File: config.mk
export PLATFORM = sky130hd
export DESIGN_NAME = gate_bist_ctrl
export DESIGN_NICKNAME = d
export VERILOG_FILES = /design/src/rtl/gate_bist_ctrl.sv
export SDC_FILE = /design/constraint.sdc
export NUM_CORES = 1
export LEC_CHECK = 0
export CORE_MARGIN = 2
export CORE_UTILIZATION = 30
export DETAILED_ROUTE_END_ITERATION = 8
export PLACE_DENSITY = 0.48
export SLEW_MARGIN = 20
export SYNTH_ARGS = -nofsm -noshare
export SYNTH_HDL_FRONTEND = slang
export SYNTH_SLANG_ARGS = --single-unit
File: constraint.sdc
create_clock -name clk -period 3.7 [get_ports clk]
set_clock_uncertainty 0.2 [all_clocks]
set_input_delay 0.37 -clock clk [delete_from_list [all_inputs] [get_ports clk]]
set_output_delay 0.37 -clock clk [all_outputs]
set_load 0.01 [all_outputs]
File: src/rtl/gate_bist_ctrl.sv
// rtl/gate_bist_ctrl.sv - BIST sequencer that sweeps a 2-input gate through all
// four input vectors and checks its output against a latched truth table.
module gate_bist_ctrl #(
  parameter int SETTLE_CYCLES = 2,
  parameter int PASSES        = 1,
  parameter int ERR_W         = 4
) (
  input  logic             clk,
  input  logic             rst_n,
  input  logic             start,
  input  logic [3:0]       truth_tbl,
  input  logic             gate_out,
  output logic             gate_a,
  output logic             gate_b,
  output logic             busy,
  output logic             done,
  output logic             pass,
  output logic [ERR_W-1:0] err_cnt,
  output logic [3:0]       fail_vec
);

  localparam int CNT_W = (SETTLE_CYCLES > 1) ? $clog2(SETTLE_CYCLES + 1) : 1;
  localparam int PI_W  = (PASSES > 1) ? $clog2(PASSES) : 1;

  typedef enum logic [2:0] {
    ST_IDLE,
    ST_DRIVE,
    ST_SETTLE,
    ST_SAMPLE,
    ST_DONE
  } state_t;

  state_t           state_q, state_d;
  logic [1:0]       vec_q, vec_d;
  logic [PI_W-1:0]  pass_idx_q, pass_idx_d;
  logic [CNT_W-1:0] cnt_q, cnt_d;
  logic [3:0]       tbl_q, tbl_d;
  logic             gate_a_q, gate_a_d;
  logic             gate_b_q, gate_b_d;
  logic             done_q, done_d;
  logic             pass_q, pass_d;
  logic [ERR_W-1:0] err_q, err_d;
  logic [3:0]       fail_q, fail_d;

  always_ff @(posedge clk) begin
    if (!rst_n) begin
      state_q    <= ST_IDLE;
      vec_q      <= '0;
      pass_idx_q <= '0;
      cnt_q      <= '0;
      tbl_q      <= '0;
      gate_a_q   <= 1'b0;
      gate_b_q   <= 1'b0;
      done_q     <= 1'b0;
      pass_q     <= 1'b0;
      err_q      <= '0;
      fail_q     <= '0;
    end else begin
      state_q    <= state_d;
      vec_q      <= vec_d;
      pass_idx_q <= pass_idx_d;
      cnt_q      <= cnt_d;
      tbl_q      <= tbl_d;
      gate_a_q   <= gate_a_d;
      gate_b_q   <= gate_b_d;
      done_q     <= done_d;
      pass_q     <= pass_d;
      err_q      <= err_d;
      fail_q     <= fail_d;
    end
  end

  // Gate inputs are updated on the edge entering DRIVE so they are stable
  // for the whole DRIVE..SAMPLE window of each vector.
  always_comb begin
    state_d    = state_q;
    vec_d      = vec_q;
    pass_idx_d = pass_idx_q;
    cnt_d      = cnt_q;
    tbl_d      = tbl_q;
    gate_a_d   = gate_a_q;
    gate_b_d   = gate_b_q;
    done_d     = 1'b0;
    pass_d     = pass_q;
    err_d      = err_q;
    fail_d     = fail_q;

    case (state_q)
      ST_IDLE: begin
        gate_a_d = 1'b0;
        gate_b_d = 1'b0;
        if (start) begin
          tbl_d      = truth_tbl;
          err_d      = '0;
          fail_d     = '0;
          pass_d     = 1'b0;
          vec_d      = 2'd0;
          pass_idx_d = '0;
          state_d    = ST_DRIVE;
        end
      end
      ST_DRIVE: begin
        cnt_d   = CNT_W'(SETTLE_CYCLES);
        state_d = (SETTLE_CYCLES == 0) ? ST_SAMPLE : ST_SETTLE;
      end
      ST_SETTLE: begin
        cnt_d = cnt_q - 1'b1;
        if (cnt_q <= CNT_W'(1)) state_d = ST_SAMPLE;
      end
      ST_SAMPLE: begin
        if (gate_out != tbl_q[vec_q]) begin
          if (err_q != '1) err_d = err_q + 1'b1;
          fail_d[vec_q] = 1'b1;
        end
        if (vec_q != 2'd3) begin
          vec_d    = vec_q + 2'd1;
          gate_a_d = vec_d[1];
          gate_b_d = vec_d[0];
          state_d  = ST_DRIVE;
        end else if (pass_idx_q < PI_W'(PASSES - 1)) begin
          vec_d      = 2'd0;
          pass_idx_d = pass_idx_q + 1'b1;
          gate_a_d   = 1'b0;
          gate_b_d   = 1'b0;
          state_d    = ST_DRIVE;
        end else begin
          gate_a_d = 1'b0;
          gate_b_d = 1'b0;
          state_d  = ST_DONE;
        end
      end
      ST_DONE: begin
        done_d   = 1'b1;
        pass_d   = (err_q == '0);
        gate_a_d = 1'b0;
        gate_b_d = 1'b0;
        state_d  = ST_IDLE;
      end
      default: state_d = ST_IDLE;
    endcase
  end

  assign gate_a   = gate_a_q;
  assign gate_b   = gate_b_q;
  assign busy     = (state_q != ST_IDLE);
  assign done     = done_q;
  assign pass     = pass_q;
  assign err_cnt  = err_q;
  assign fail_vec = fail_q;

endmodule

; Word-level counts from Yosys, hierarchy flattened
; Cells that the tools add are included.
[totals]
mem_count = 0
output_inout_bits = 13
reg_bits = 24
ram_bits = 0
inputBits = 8
latch_bits = 0
romBits = 0
[classes]
reduce_logical = 16
eq_ne = 14
multipliers = 0
bitwise = 1
n_lt_le_gt_ge = 4
n_mux = 30
n_addsub = 4
n_div = 0
shifts = 0
[ops]
columns = op, n
row1 = $mux W4, 4
row2 = $pmux W4 S2, 2
row3 = $ne A2 B2 Y1 const B, 7
row4 = $mux W3, 4
row5 = $pmux W3 S4, 1
row6 = $mux W1, 8
row7 = $pmux W1 S2, 4
row8 = $pmux W2 S2, 2
row9 = $reduce_and A4 Y1, 2
row10 = $reduce_bool A2 Y1, 4
row11 = $eq A3 B2 Y1 const B, 2
row12 = $mux W2, 3
row13 = $reduce_and A2 Y1, 3
row14 = $reduce_and A3 Y1, 2
row15 = $add A4 B1 Y4 const B, 1
row16 = $logic_not A4 Y1, 1
row17 = $ne A4 B4 Y1 const B, 1
row18 = $or A4 B4 Y4, 1
row19 = $eq A3 B1 Y1 const B, 1
row20 = $eq A3 B3 Y1 const B, 1
row21 = $logic_not A3 Y1, 1
row22 = $lt A2 B3 Y1 const B, 1
row23 = $ne A3 B3 Y1 const B, 1
row24 = $reduce_bool A3 Y1, 1
row25 = 11 further kinds, 11

; Logic depth before layout (Yosys ltp)
[logic_depth]
word_depth = 7
depth_mapped = 6
mapped_depth_nobuf = 4

; Worst setup path before layout
; No wires, ideal clock.
[synth_timing]
path_kind = register -> register
start = register vec_q[0]
end = register err_q[3] (netlist: err_cnt[3])
path_buffers = 0
t_arrival_ns = 1.526
synth_period_minus_slack_ns = 1.846
path_stages_with_launch = 5
slack_ns = 1.854
required_ns = 3.380
cell_sequence = dfxtp_1 mux4_2 xor2_2 nor4b_1 o31a_1
[synth_via]
elab_chain_len = 5
[synth_lines]
columns = item, line
row1 = start: declaration, 34  ; logic [1:0] vec_q, vec_d;
row2 = start signal: assignment, 60  ; vec_q <= vec_d;
row3 = $bmux W1 S2, 111  ; if (gate_out != tbl_q[vec_q]) begin
row4 = $mux W1 (implied by the code), 111
row5 = $ne A1 B1 Y1, 111
row6 = $ne A2 B2 Y1 (no source line), n/a
row7 = $reduce_and A4 Y1 (no source line), n/a
row8 = end signal: assignment, 68  ; err_q <= err_d;
row9 = end: declaration, 42  ; logic [ERR_W-1:0] err_q, err_d;
; No other way between the ends. The select of a mux whose other input is x is not followed.
; A chain may end at the register's enable or synchronous reset.

; Worst setup path in the final report
[layout_timing]
start = register state_q[2]
end = output busy
[layout_via]
elab_chain_len = 1
[layout_lines]
columns = item, line
row1 = start: declaration, 33  ; state_t state_q, state_d;
row2 = start signal: assignment, 59  ; state_q <= state_d;
row3 = $reduce_bool A3 Y1, 145  ; assign busy = (state_q != ST_IDLE);
row4 = end: declaration, 15  ; output logic busy,
; No other way between the ends.

==> summary.md <==
| Metric | Value |
|---|---|
| Clk_lat worst skew | 260 ps |
| Ports | 21 |
| Worst Path Max Fanout | 10 |
| Avg Inst Size Synth | ~9.7 um^2 |
| Post-CTS Setup Inserts | 0 |
| CP max stage delay | 480 ps |
| IO Port Bufs | 20 |
| Max-slew violations | 0 |
| CP Capture Type | primary output |
| DR DRC count | 0 |
| Worst Path Arrival | 1550 ps |
| MaxCap Viol Count | 0 |
| Final wirelength | 2250 um |
| Largest net degree at the start of global routing | 22 |
| Critical Path, Cell by Cell | or3_1 > clkdlybuf4s50_1 |
| TritonCTS clock tree | done |
| CP delay by family, top | buffers and inverters |
| Die X | 65.5 um |
| Tmin final | 2120 ps |
| Routability cong. | 0.704 |
| Worst path slowest cell | clkdlybuf4s50_1 |
| Site Rows | 22 |
| First-pass GRT wire length | 3870 um |
| GRT Total Usage | 11.5% |
| H-tree depth | 1 |
| CTS Root Cell | clkbuf_8 |
| Pwr/cell area | 410 nW/um^2 |
| Detailed-route vias per instance | 4.92 |
| GRT overflow | 0 |
| RSZ-0062 raised after global routing | false |
| Detailed Place HPWL | 1620 um |
| Layout cells sized above 1 | 7.41% |
| Worst-margin pin slew | a little under 700 ps |
| Max VDD drop | 0.157 mV |
| Design Area, Final | 1410 um^2 |
| Setup-failing EPs final | 0 |
| Total vias in the final route | 901 |
| Most common flop cell mapped by yosys | dfxtp_1 |
| Register area share after synthesis | 40.5% |
| Fillcell total | between 300 and 400 |
| Mapped Cells | 117 |
| Most frequent cells in the layout | dfxtp_1, clkdlybuf4s50_1, inv_1, nand2_1, ha_1 |
| Post-CTS Resized | 0 |
| CP Launch Type | register |
| Vias in the first global route | 852 |
| #FFs+latches synth | 23 |
| Hold buffer count at CTS | 0 |
| Worst Reg2Reg Path Length in Cells | 4 |
| Largest buffer count on any clock path | 2 |
| Async set-reset flop share out of synthesis | 0% |
| Synth warn | 0 |
| Final net count | about 150 |
| Worst-path clk slew | 90 ps |
| Pleak | roughly 0.00054 uW |
| Post-DRT Antenna Nets | 0 |
| Post-synth EDFFs | 0 |
| Clk sinks | 23 |
| Worst path required time | 3130 ps |
| Wire per inst | 12.3 um |
| Initial Util | between 30 and 40% |
| Setup CP Type | reg -> out |
| Fin. Hold Viols | 0 |
| Outcome | complete, no violations |
| Die Area | approximately 4300 um^2 |
| Core area | ~3700 um^2 |
| Syn Nets | 132 |
| Die height | 65.5 um |
| Maximum operating frequency | between 400 and 500 MHz |
| First-pass DRT Iterations | 4 |
| Commonest non-fill, non-tap cell in the layout | dfxtp_1 |
| DR iter-0 viols | 26 |
| Setup TNS Final | 0 ps |
| Post-DP Area | 1360 um^2 |
| TritonCTS Buffers | 3 |
| Synth unique cells | 39 |
| Synth-to-layout area growth | 23.8% |
| CP bufs+invs | 1 |
| Hold Path Class | reg -> reg |
| Max_slew headroom | a little over half |
| Hold path cells | 2 |
| Netlist Area Pre-Place | 1140 um^2 |
| ANT cells | 0 |
| WP depth | 2 |
| Initial antenna violation count | 0 |
| Final worst-path cycle share | between 50% and 60% |
-- synthesized netlist by cell type, drive strengths merged, types with 2 or more instances --
| cell type | instances | share of area [%] |
|---|---|---|
| nand3 | 3 | 1.3 |
| inv | 8 | 2.6 |
| nand3b | 3 | 2.0 |
| o22ai | 3 | 1.7 |
| a21oi | 5 | 2.2 |
| a21boi | 5 | 3.3 |
| and3 | 5 | 3.2 |
| o21ai | 2 | 0.88 |
| o21a | 2 | 1.3 |
| ha | 7 | 7.7 |
| a22o | 4 | 3.1 |
| mux2i | 5 | 4.4 |
| dfxtp | 23 | 41 |
| buf | 4 | 2.8 |
| nand2b | 2 | 1.1 |
| and2 | 2 | 1.3 |
| clkbuf | 2 | 0.66 |
| nor2 | 5 | 1.7 |
| nand2 | 7 | 2.3 |
| nor2b | 4 | 2.2 |
| o211ai | 2 | 1.3 |
-- through the flow --
| step | hold slack, ps | util, % | std cells | setup slack [ps] | power (uW) |
|---|---|---|---|---|---|
| 2_1_floorplan | 280 | - | 117 | 1850 | 390 |
| 3_3_place_gp | 259 | 37.1 | 179 | 1370 | 424 |
| 3_5_place_dp | 266 | 37.1 | 179 | 1330 | 426 |
| 4_1_cts | 279 | 38.4 | 183 | 1570 | 587 |
| 5_1_grt | 304 | 38.4 | 183 | 1500 | 617 |
| 6_report | 273 | 38.4 | 183 | 1580 | 576 |
-- per-layer routing --
layer | track usage [%] | up-vias | wire length (um)
li1 | - | 450 | -
met1 | 15.2 | 436 | 1130
met2 | 18.9 | 13 | 1030
met3 | 1.88 | 2 | 83
met4 | 3.91 | 0 | 13
met5 | 0 | - | 0
-- path summary, 6_finish.rpt --
path	from	end	slack [ps]
worst max-delay path	state_q[2]	busy	1580
worst max register to register	vec_q[0]	err_cnt[3]	1620
worst min-delay path	pass	pass	270
worst min register to register	pass	pass	270
-- report_power, final --
group / internal, uW / switching (uW)
Combinational: 66.8 / 63.3
Sequential: 266 / 22.6
Clock: 76.1 / 82.0
Total: 408 / 168
-- sequential cells by signal (all words and copies together) (netlist names) --
signal,cells
err_cnt,4
fail_vec,4
tbl_q,4
state_q,3
cnt_q,2
vec_q,2
done,1
gate_a,1
gate_b,1
pass,1
-- cells by family after synthesis --
family	synth area share (%)
adders and majority gates	7.71
buffers and inverters	6.06
xor gates and xnor gates	2.20
DFF	40.5
and+or+nand+nor	21.0
AOI/OAI and AO/OA	15.1
muxes	7.38
-- tightest hold or removal path: cells and delay by family (launching register included) --
family	cells	cell delay, ps
flops	1	320
compound gates	1	70
simple gates	1	40
-- area by class of cell --
class | instances | area (um^2) | area share (%)
Multi-Input combinational cell | 80 | 607 | 43.1
Sequential cell | 23 | 460 | 32.7
Timing Repair Buffer | 20 | 200 | 14.2
Tap cell | 48 | 60.1 | 4.27
Clock buffer | 3 | 41.3 | 2.94
Inverter | 8 | 30.0 | 2.14
Clock inverter | 1 | 7.51 | 0.534
(Power assumes the default switching activity.)
